File: config.mk
export PLATFORM = sky130hd
export DESIGN_NAME = mem_arbiter
export DESIGN_NICKNAME = d
export VERILOG_FILES = /design/src/rtl/mem_arbiter.sv
export SDC_FILE = /design/constraint.sdc
export NUM_CORES = 1
export LEC_CHECK = 0
export BUFFER_PORTS_ARGS = -buffer_cell sky130_fd_sc_hd__buf_2
export CORE_AREA = 2 2 103 105
export DETAILED_ROUTE_END_ITERATION = 16
export DIE_AREA = 0 0 105 107
export GPL_TIMING_DRIVEN = 0
export SLEW_MARGIN = 40
export SYNTH_ARGS = -nofsm -noshare
export SYNTH_HDL_FRONTEND = slang
export SYNTH_SLANG_ARGS = --single-unit
export TNS_END_PERCENT = 5
File: constraint.sdc
create_clock -name CLK -period 1.35 [get_ports CLK]
set_input_delay 0.135 -clock CLK [delete_from_list [all_inputs] [get_ports CLK]]
set_output_delay 0.135 -clock CLK [all_outputs]
set_load 0.05 [all_outputs]
File: src/rtl/mem_arbiter.sv
// -----------------------------------------------------------------------------
// mem_arbiter
//
// Arbitrates the cache block's instruction-fetch and data channels onto a
// single-ported RAM. Data accesses take priority over fetches. A starvation
// counter limits how many data accesses in a row may complete while a fetch
// is waiting, so fetches always make progress. Each RAM access stays driven
// until the RAM reports ACCESS. On ERROR the arbiter backs off for one cycle
// and the request goes back through normal arbitration.
//
// Handshake: a requester raises its enable(s) with a stable address/data and
// keeps them stable while its wait output is high. The wait output is low for
// exactly the one cycle in which the access completes: iload/dload valid for
// reads, write done for writes. Dropping the enables while granted aborts the
// access without a wait pulse.
//
// Optional feature (macro MEM_ARBITER_STATS_EN): adds the igrant_cnt and
// dgrant_cnt completion counters (32 bits each, wrapping) and err_cnt
// (16 bits, saturating), which counts ERROR responses.
//
// Ports:
//   CLK, nRST            clock (rising edge), asynchronous active-low reset
//   iREN, iaddr          instruction read request and address
//   dREN, dWEN           data read/write request (write wins if both are set)
//   daddr, dstore        data address and write value
//   iwait, dwait         per-requester stall, low on the completion cycle
//   iload, dload         read data (ramload passthrough)
//   ramREN, ramWEN       RAM read/write enables
//   ramaddr, ramstore    RAM address and write data
//   ramload, ramstate    RAM read data and status (0 FREE,1 BUSY,2 ACCESS,3 ERROR)
//   igrant_cnt, dgrant_cnt, err_cnt   statistics (MEM_ARBITER_STATS_EN only)
// -----------------------------------------------------------------------------
module mem_arbiter #(
    parameter int STARVE_LIMIT = 4,
    parameter int WORD_W       = 32
) (
    input  logic              CLK,
    input  logic              nRST,
    input  logic              iREN,
    input  logic [WORD_W-1:0] iaddr,
    input  logic              dREN,
    input  logic              dWEN,
    input  logic [WORD_W-1:0] daddr,
    input  logic [WORD_W-1:0] dstore,
    output logic              iwait,
    output logic              dwait,
    output logic [WORD_W-1:0] iload,
    output logic [WORD_W-1:0] dload,
    output logic              ramREN,
    output logic              ramWEN,
    output logic [WORD_W-1:0] ramaddr,
    output logic [WORD_W-1:0] ramstore,
    input  logic [WORD_W-1:0] ramload,
    input  logic [1:0]        ramstate
`ifdef MEM_ARBITER_STATS_EN
    ,
    output logic [31:0]       igrant_cnt,
    output logic [31:0]       dgrant_cnt,
    output logic [15:0]       err_cnt
`endif
);

    localparam logic [1:0] RS_ACCESS = 2'd2;
    localparam logic [1:0] RS_ERROR  = 2'd3;
    localparam int         STARVE_W  = $clog2(STARVE_LIMIT + 1);
    localparam logic [STARVE_W-1:0] STARVE_MAX = STARVE_W'(STARVE_LIMIT);

    typedef enum logic [1:0] {
        S_IDLE    = 2'd0,
        S_DGNT    = 2'd1,
        S_IGNT    = 2'd2,
        S_BACKOFF = 2'd3
    } state_t;

    state_t              r_state;
    state_t              w_next_state;
    logic [STARVE_W-1:0] r_starve;

    logic w_d_req;
    logic w_d_done;
    logic w_i_done;
    logic w_err;

    assign w_d_req  = dREN | dWEN;
    assign w_d_done = (r_state == S_DGNT) && w_d_req && (ramstate == RS_ACCESS);
    assign w_i_done = (r_state == S_IGNT) && iREN    && (ramstate == RS_ACCESS);
    // An ERROR only counts while the grant is still live; an aborted grant
    // has already released the RAM.
    assign w_err    = (((r_state == S_DGNT) && w_d_req) ||
                       ((r_state == S_IGNT) && iREN)) && (ramstate == RS_ERROR);

    assign iload = ramload;
    assign dload = ramload;

    // State register and starvation counter.
    always_ff @(posedge CLK or negedge nRST) begin
        if (!nRST) begin
            r_state  <= S_IDLE;
            r_starve <= '0;
        end else begin
            r_state <= w_next_state;
            if (w_d_done) begin
                // Only data completions with a fetch waiting count toward starvation.
                if (iREN) begin
                    if (r_starve != STARVE_MAX)
                        r_starve <= r_starve + 1'b1;
                end else begin
                    r_starve <= '0;
                end
            end else if (w_i_done) begin
                r_starve <= '0;
            end
        end
    end

    // Next-state logic.
    always_comb begin
        w_next_state = r_state;
        case (r_state)
            S_IDLE: begin
                if (w_d_req && !(iREN && (r_starve == STARVE_MAX)))
                    w_next_state = S_DGNT;
                else if (iREN)
                    w_next_state = S_IGNT;
            end
            S_DGNT: begin
                if (!w_d_req)                   w_next_state = S_IDLE;
                else if (ramstate == RS_ERROR)  w_next_state = S_BACKOFF;
                else if (ramstate == RS_ACCESS) w_next_state = S_IDLE;
            end
            S_IGNT: begin
                if (!iREN)                      w_next_state = S_IDLE;
                else if (ramstate == RS_ERROR)  w_next_state = S_BACKOFF;
                else if (ramstate == RS_ACCESS) w_next_state = S_IDLE;
            end
            S_BACKOFF: w_next_state = S_IDLE;
            default:   w_next_state = S_IDLE;
        endcase
    end

    // Output logic. RAM enables follow the live request, so a dropped
    // request releases the RAM in the same cycle.
    always_comb begin
        ramREN   = 1'b0;
        ramWEN   = 1'b0;
        ramaddr  = '0;
        ramstore = '0;
        iwait    = 1'b1;
        dwait    = 1'b1;
        case (r_state)
            S_DGNT: begin
                if (w_d_req) begin
                    ramaddr  = daddr;
                    ramstore = dstore;
                    ramWEN   = dWEN;
                    ramREN   = dREN & ~dWEN;
                    dwait    = ~w_d_done;
                end
            end
            S_IGNT: begin
                if (iREN) begin
                    ramaddr = iaddr;
                    ramREN  = 1'b1;
                    iwait   = ~w_i_done;
                end
            end
            default: ;
        endcase
    end

`ifdef MEM_ARBITER_STATS_EN
    always_ff @(posedge CLK or negedge nRST) begin
        if (!nRST) begin
            igrant_cnt <= '0;
            dgrant_cnt <= '0;
            err_cnt    <= '0;
        end else begin
            if (w_i_done) igrant_cnt <= igrant_cnt + 32'd1;
            if (w_d_done) dgrant_cnt <= dgrant_cnt + 32'd1;
            if (w_err && (err_cnt != 16'hFFFF)) err_cnt <= err_cnt + 16'd1;
        end
    end
`endif

endmodule

==> summary.md, run 1 <==
| Metric | Value |
|---|---|
| Failing checks | negative setup slack |
| Vias in the first global route | ~2300 |
| Ys async rst share | 100% |
| Max_slew headroom | between 60% and 70% |
| Clk_lat worst skew | around 0.22 ns |
| CTS tree | done |
| Uppermost layer routed | met4 |
| Peak supply drop | about 840 µV |
| CTS H-tree lvls | 1 |
| Hold WC Path Type | in2async |
| Final Non-Filler Cells | between 500 and 600 |
| Final slew viol count | 0 |
| Wire length on met1 | ~2.7 mm |
| Ys flop type | dfrtp_1 |
| Seq/Total Area, Yosys | between 7 and 8% |
| Placed cell count | ~590 |
| CTS max path bufs | 2 |
| Horiz. Die Dim | around 110 µm |
| Via count | around 2400 |
| Largest area contributor in the netlist | buf_4 |
| Actual slew at the worst max-slew pin | between 0.4 and 0.5 ns |
| Mapped Area | between 1500 and 2000 µm² |
| Total track usage | 11.8% |
| Antenna cell count | 0 |
| DRC viols | 0 |
| Pleak | roughly 2.1 nW |
| Initial drt markers | 60 |
| Yosys top cell area share | slightly below 30% |
| PD cells | 1750 nW/µm² |
| Syn Nets | between 300 and 400 |
| Initial Util | between 10% and 20% |
| Routability cong. | around 0.81 |
| Final worst slack | -0.479 ns |
| Worst-path clk slew | around 0.03 ns |
| First-pass GRT wire length | 11.0 mm |
| Clk_skew | approximately 0.0011 ns |
| Root buf cell | clkbuf_8 |
| Post-synthesis register bit count | 5 |
| # IOs | 267 |
| Crit path max fanout | 10 |
| Core Rows | 37 |
| Highest clock rate | 0.547 GHz |
| DIE AREA | about 11000 µm² |
| Fill cell count | just over 1000 |
| CP Class | reg2out |
| Fin nets | approximately 600 |
| WP data required | approximately 1.2 ns |
| Mapped Cells | about 220 |
| Largest net degree at the start of global routing | 11 |
| Count leader, synth | buf_4 |
| CP Data Arrival Time | between 1.5 and 2 ns |
| Synth cell types | 29 |
| Die height | 107 µm |
| Final hold vios | 0 |
| WL met2 | between 4 and 5 mm |
| Sequential standard cell area | roughly 130 µm² |
| Clk sinks | 5 |
| Post-synth top cells | buf_4, and2_1, nor2b_1 |
| P&R area growth vs syn | 163% |
| Multi-input gate area | between 1000 and 1500 µm² |
| Avg Inst Size Synth | 7.39 µm² |
| Worst Setup Start Kind | flip-flop |
| RSZ-0062 raised after global routing | true |
| CP Capture Type | output pin |
| Final setup violation count | between 70 and 80 |
| WL met3 | between 600 and 700 µm |
| Pre-CTS setup slack | -0.478 ns |
| TritonCTS Buffers | 3 |
| Number of synthesized flops with an enable pin | 0 |
| Core Area | just over 10000 µm² |
| Post-DP HPWL | 6.03 mm |
| Max Cap Violations | 0 |
| Final period utilization | 135% |
| Post-route ant nets | 0 |
| IO buf count | roughly 230 |
| Drt pass-1 iters | 4 |
| Final min period | approximately 1.8 ns |
| Largest cells by area after synthesis | buf_4, a22oi_1, and2_1 |
| Initial antenna violation count | 0 |
| Wire per inst | around 13 µm |
| Final WL | about 7.5 mm |
| Final global-route overflow total | 0 |
| YS warnings | 0 |
| Via density | between 3 and 4 |
| Layout cells sized above 1 | 93.1% |
| Status | finished with violations |
path summary, 6_finish.rpt:
check | startpoint | to | slack, ns | depth (start not counted)
worst max-delay path | r_state[0] | ramaddr[10] | -0.48 | 7
worst max register to register | r_state[0] | r_state[0] | -0.40 | 8
min in group CLK | ramstate[1] | r_state[0] | 0.31 | 3
max in group asynchronous | nRST | r_state[0] | 0.94 | 2
worst min-delay path | nRST | r_state[0] | 0.27 | 2
worst min register to register | r_starve[1] | r_starve[1] | 0.54 | 1
metal layers:
metal	vias to the layer above	GRT usage, %
li1	1154	-
met1	1074	12.9
met2	138	24.3
met3	3	1.64
met4	0	1.43
met5	-	0
power breakdown:
| part | switching, W | total [W] | internal [W] | leakage (nW) |
|---|---|---|---|---|
| Combinational | 0.00368 | 0.00687 | 0.00319 | 2.05 |
| Sequential | 0.0000531 | 0.000260 | 0.000207 | 0.0644 |
| Clock | 0.0000729 | 0.000276 | 0.000203 | 0.0228 |
| Total | 0.00380 | 0.00741 | 0.00360 | 2.14 |
flip-flops by register name (all words and copies together) (netlist names):
| register | cells |
|---|---|
| r_state | 2 |
| r_starve | 3 |
cell type report:
cell class                 count  area share, %
timing repair buffer         240           42.1
sequential                     5           2.98
tap                          136           4.01
buffer                        78           16.0
clock buffer                   4           1.06
inverter                       5          0.442
multi-input combinational    129           33.4
per-stage QoR:
stage	cell area [µm²]	power, W	utilization [%]	TNS, ns	hold WS, ns
final	4240	0.00741	42.0	-31.21	0.266
after global routing	4240	0.00777	42.0	-39.12	0.283
after detailed placement	3500	0.00599	34.7	-29.32	-0.0408
after CTS	4130	0.00721	40.9	-35.17	0.254
after global placement	3500	0.00594	34.7	-29.94	-0.0456
after floorplan	2160	0.00495	-	-9.98	-0.161
repair_timing:
action / CTS / global route
pin swaps: 2 / 3
setup endpoints to repair: 73 / 73
hold endpoints to repair: 5 / 0
hold buffers: 1 / 0
gates resized for setup: 172 / 19
gates cloned: 0 / 1
buffers inserted: 2 / 2
worst max-delay path, cell delays in order, from the launching register on:
cell and delay [ns]:
dfrtp_2 0.39, inv_2 0.06, ha_1 0.19, and2_4 0.22, buf_8 0.16, a22oi_2 0.23, nor2b_4 0.06, buf_6 0.15
kinds of logic (layout without fill, tap and decap cells):
kind of cell,after synthesis,count (layout),share of synthesized area [%]
adders and majority gates,6,6,4.66
and+or+nand+nor,78,78,30.1
muxes,1,1,0.699
AOI/OAI and AO/OA,44,44,21.1
buffers and inverters,84,327,35.7
DFF,5,5,7.77
cells in the final DEF, fill, tap and decap left out, drive strengths merged:
cell and count:
o32a 1, a22oi 32, dlygate4sd3 1, nor3b 2, nand4 2, o21ba 1
and2 34, a221oi 1, dfrtp 5, and3b 1, nand2 3, nor2b 33
o21bai 2, inv 5, a211o 1, a31oi 1, a22o 1, o21ai 1
nor2 2, mux2 1, ha 6, buf 313, nor4b 1, clkbuf 8
o211ai 1, o21a 2
No activity file was read; power rests on OpenSTA's default activity.
==> run 2: changes to the inputs <==
--- a/config.mk
+++ b/config.mk
@@ -6,10 +6,13 @@
 export NUM_CORES = 1
 export LEC_CHECK = 0
 export BUFFER_PORTS_ARGS = -buffer_cell sky130_fd_sc_hd__buf_2
-export CORE_AREA = 2 2 103 105
+export CELL_PAD_IN_SITES_DETAIL_PLACEMENT = 2
+export CELL_PAD_IN_SITES_GLOBAL_PLACEMENT = 2
+export CORE_ASPECT_RATIO = 0.75
+export CORE_UTILIZATION = 10
 export DETAILED_ROUTE_END_ITERATION = 16
-export DIE_AREA = 0 0 105 107
 export GPL_TIMING_DRIVEN = 0
+export PLACE_DENSITY_LB_ADDON = 0.1
 export SLEW_MARGIN = 40
 export SYNTH_ARGS = -nofsm -noshare
 export SYNTH_HDL_FRONTEND = slang
==> summary.md, run 2 (synthesis results as in run 1) <==
| Metric | Value |
|---|---|
| Status | finished with violations (unchanged) |
| Failing checks | negative setup slack (unchanged) |
| DIE AREA | 16600 µm² (was 11200 µm²) |
| PD cells | 1760 nW/µm² (was 1750 nW/µm²) |
| Layout cells sized above 1 | 93.3% (was 93.1%) |
| Largest net degree at the start of global routing | 11 (unchanged) |
| Vias in the first global route | 2553 (was 2320) |
| Horiz. Die Dim | 149 µm (was 105 µm) |
| Crit path max fanout | 10 (unchanged) |
| TritonCTS Buffers | 3 (unchanged) |
| Pre-CTS setup slack | -0.504 ns (was -0.478 ns) |
| Final worst slack | -0.538 ns (was -0.479 ns) |
| Via count | 2463 (was 2369) |
| Hold WC Path Type | in2async (unchanged) |
| Root buf cell | clkbuf_16 (was clkbuf_8) |
| Final hold vios | 0 (unchanged) |
| Placed cell count | 657 (was 588) |
| Worst r2r path cells | 9 (was 8) |
| Core Rows | 39 (was 37) |
| Switching share of power | 49.7% (was 51.4%) |
| Post-route ant nets | 0 (unchanged) |
| WP data required | 1.22 ns (about the same) |
| Fin nets | 608 (was 603) |
| Routability cong. | 0.724 (was 0.807) |
| Most common cell after layout, fill and taps aside | buf_2 (unchanged) |
| Final slew viol count | 0 (unchanged) |
| Final global-route overflow total | 0 (unchanged) |
| CP Data Arrival Time | 1.75 ns (was 1.69 ns) |
| Comb pwr share | 90.7% (was 92.8%) |
| CTS H-tree lvls | 1 (unchanged) |
| Final WL | 9.36 mm (was 7.51 mm) |
| Total power | 0.00792 W (was 0.00741 W) |
| Final min period | 1.89 ns (was 1.83 ns) |
| Worst-path clk slew | 0.03 ns (about the same) |
| CTS max path bufs | 2 (unchanged) |
| Worst Setup Start Kind | flip-flop (unchanged) |
| Top flop regs | r_starve x3, r_state x2 (unchanged) |
| Worst R2R Start | r_state[0] (unchanged) |
| Die height | 112 µm (was 107 µm) |
| First-pass GRT wire length | 13.4 mm (was 11.0 mm) |
| Cell-internal power | 0.00398 W (was 0.00360 W) |
| Highest clock rate | 0.530 GHz (was 0.547 GHz) |
| Initial Util | 10.4% (was 16.0%) |
| Max Cap Violations | 0 (unchanged) |
| Largest reg by FF count | r_starve (unchanged) |
| Initial antenna violation count | 0 (unchanged) |
| Final setup violation count | 73 (was 72) |
| Clk_skew | 0.000746 ns (was 0.00109 ns) |
| Final Non-Filler Cells | 671 (was 597) |
| Net load switching power | 0.00394 W (was 0.00380 W) |
| Wire per inst | 13.9 µm (was 12.6 µm) |
| Clk_lat worst skew | 0.23 ns (was 0.22 ns) |
| Antenna cell count | 0 (unchanged) |
| Flop2flop setup slack | -0.45 ns (was -0.40 ns) |
| IO buf count | 234 (unchanged) |
| Sequential Power Share | 3.1% (was 3.5%) |
| Total track usage | 10.1% (was 11.8%) |
| Worst r2r dst | r_state[0] (unchanged) |
| Drt pass-1 iters | 4 (unchanged) |
| Most frequent cells in the layout | buf_2, buf_4, buf_6, buf_8 (was buf_2, buf_4, buf_8, buf_6, nor2b_4) |
| Core Area | 15500 µm² (was 10100 µm²) |
| RSZ-0062 raised after global routing | true (unchanged) |
| CP Class | reg2out (unchanged) |
| Final period utilization | 140% (was 135%) |
| Max_slew headroom | 72.0% (was 68.9%) |
| Clock power share | 6.2% (was 3.7%) |
| Pleak | 2.21 nW (was 2.14 nW) |
| CP Capture Type | output pin (unchanged) |
| Post-DP HPWL | 7.92 mm (was 6.03 mm) |
| Setup TNS | -35.81 ns (was -31.21 ns) |
| CTS tree | done (unchanged) |
| Clk sinks | 5 (unchanged) |
| Max reg flops | 3 (unchanged) |
| # IOs | 267 (unchanged) |
| Via density | 3.67 (was 3.97) |
| Initial drt markers | 18 (was 60) |
| DRC viols | 0 (unchanged) |
| P&R area growth vs syn | 179% (was 163%) |
| Peak supply drop | 643 µV (was 843 µV) |
| Actual slew at the worst max-slew pin | 0.419 ns (was 0.465 ns) |
[run 2: per-stage QoR]
stage | instance area [µm²] | hold WS [ns] | utilization [%]
3_5_place_dp | 3590 | -0.0404 | 23.2
6_report | 4490 | 0.252 | 29.0
2_1_floorplan | 2160 | -0.161 | -
5_1_grt | 4490 | 0.281 | 29.0
4_1_cts | 4330 | 0.250 | 28.0
3_3_place_gp | 3590 | -0.0388 | 23.2
[run 2: metal layers]
metal	up-vias	track usage, %	part of all wire [%]
li1	1168	-	-
met1	1171	11.5	38
met2	122	19.7	54
met3	2	2.38	8.2
met4	0	0.412	0.12
met5	-	0	0
[run 2: what timing repair did]
| action | 4_1_cts | 5_1_grt |
|---|---|---|
| buffers inserted | 6 | 1 |
| resized for setup | 164 | 34 |
| setup endpoints to repair | 73 | 73 |
| hold endpoints to repair | 5 | 0 |
| pin swaps | 23 | 13 |
| hold buffers | 1 | 0 |
| cloned | 1 | 1 |
[run 2: worst max-delay path, stage by stage (launching register included)]
cell and delay, ns:
dfrtp_1 0.39, buf_6 0.13, ha_4 0.15, o21a_1 0.11
buf_6 0.15, buf_12 0.14, clkbuf_16 0.15, and2_4 0.16
buf_8 0.14
[run 2: worst max path at each step]
stage                     from  slack [ns]            to
finish              r_state[0]       -0.54   ramstore[8]
global route        r_state[0]       -0.59   ramaddr[22]
CTS                 r_state[0]       -0.54  ramstore[26]
detailed placement  r_state[1]       -0.50   ramstore[9]
global placement    r_state[1]       -0.53   ramstore[5]
floorplan           r_state[1]       -0.15   ramaddr[10]
[run 2: cell type report]
| class | count | area [µm²] |
|---|---|---|
| tap | 205 | 256 |
| fill | 1794 | 11000 |
| timing repair buffer | 244 | 1840 |
| clock buffer | 4 | 78.8 |
| multi-input combinational | 129 | 1420 |
| inverter | 5 | 18.8 |
| sequential | 5 | 125 |
| buffer | 79 | 753 |
[run 2: power groups by stage]
stage	sequential [W]	clock [W]	combinational (W)
after floorplan	0.000242	0	0.00471
after global placement	0.000251	0	0.00585
after detailed placement	0.000253	0	0.00586
after CTS	0.000250	0.000501	0.00700
after global routing	0.000259	0.000512	0.00752
final	0.000249	0.000491	0.00718
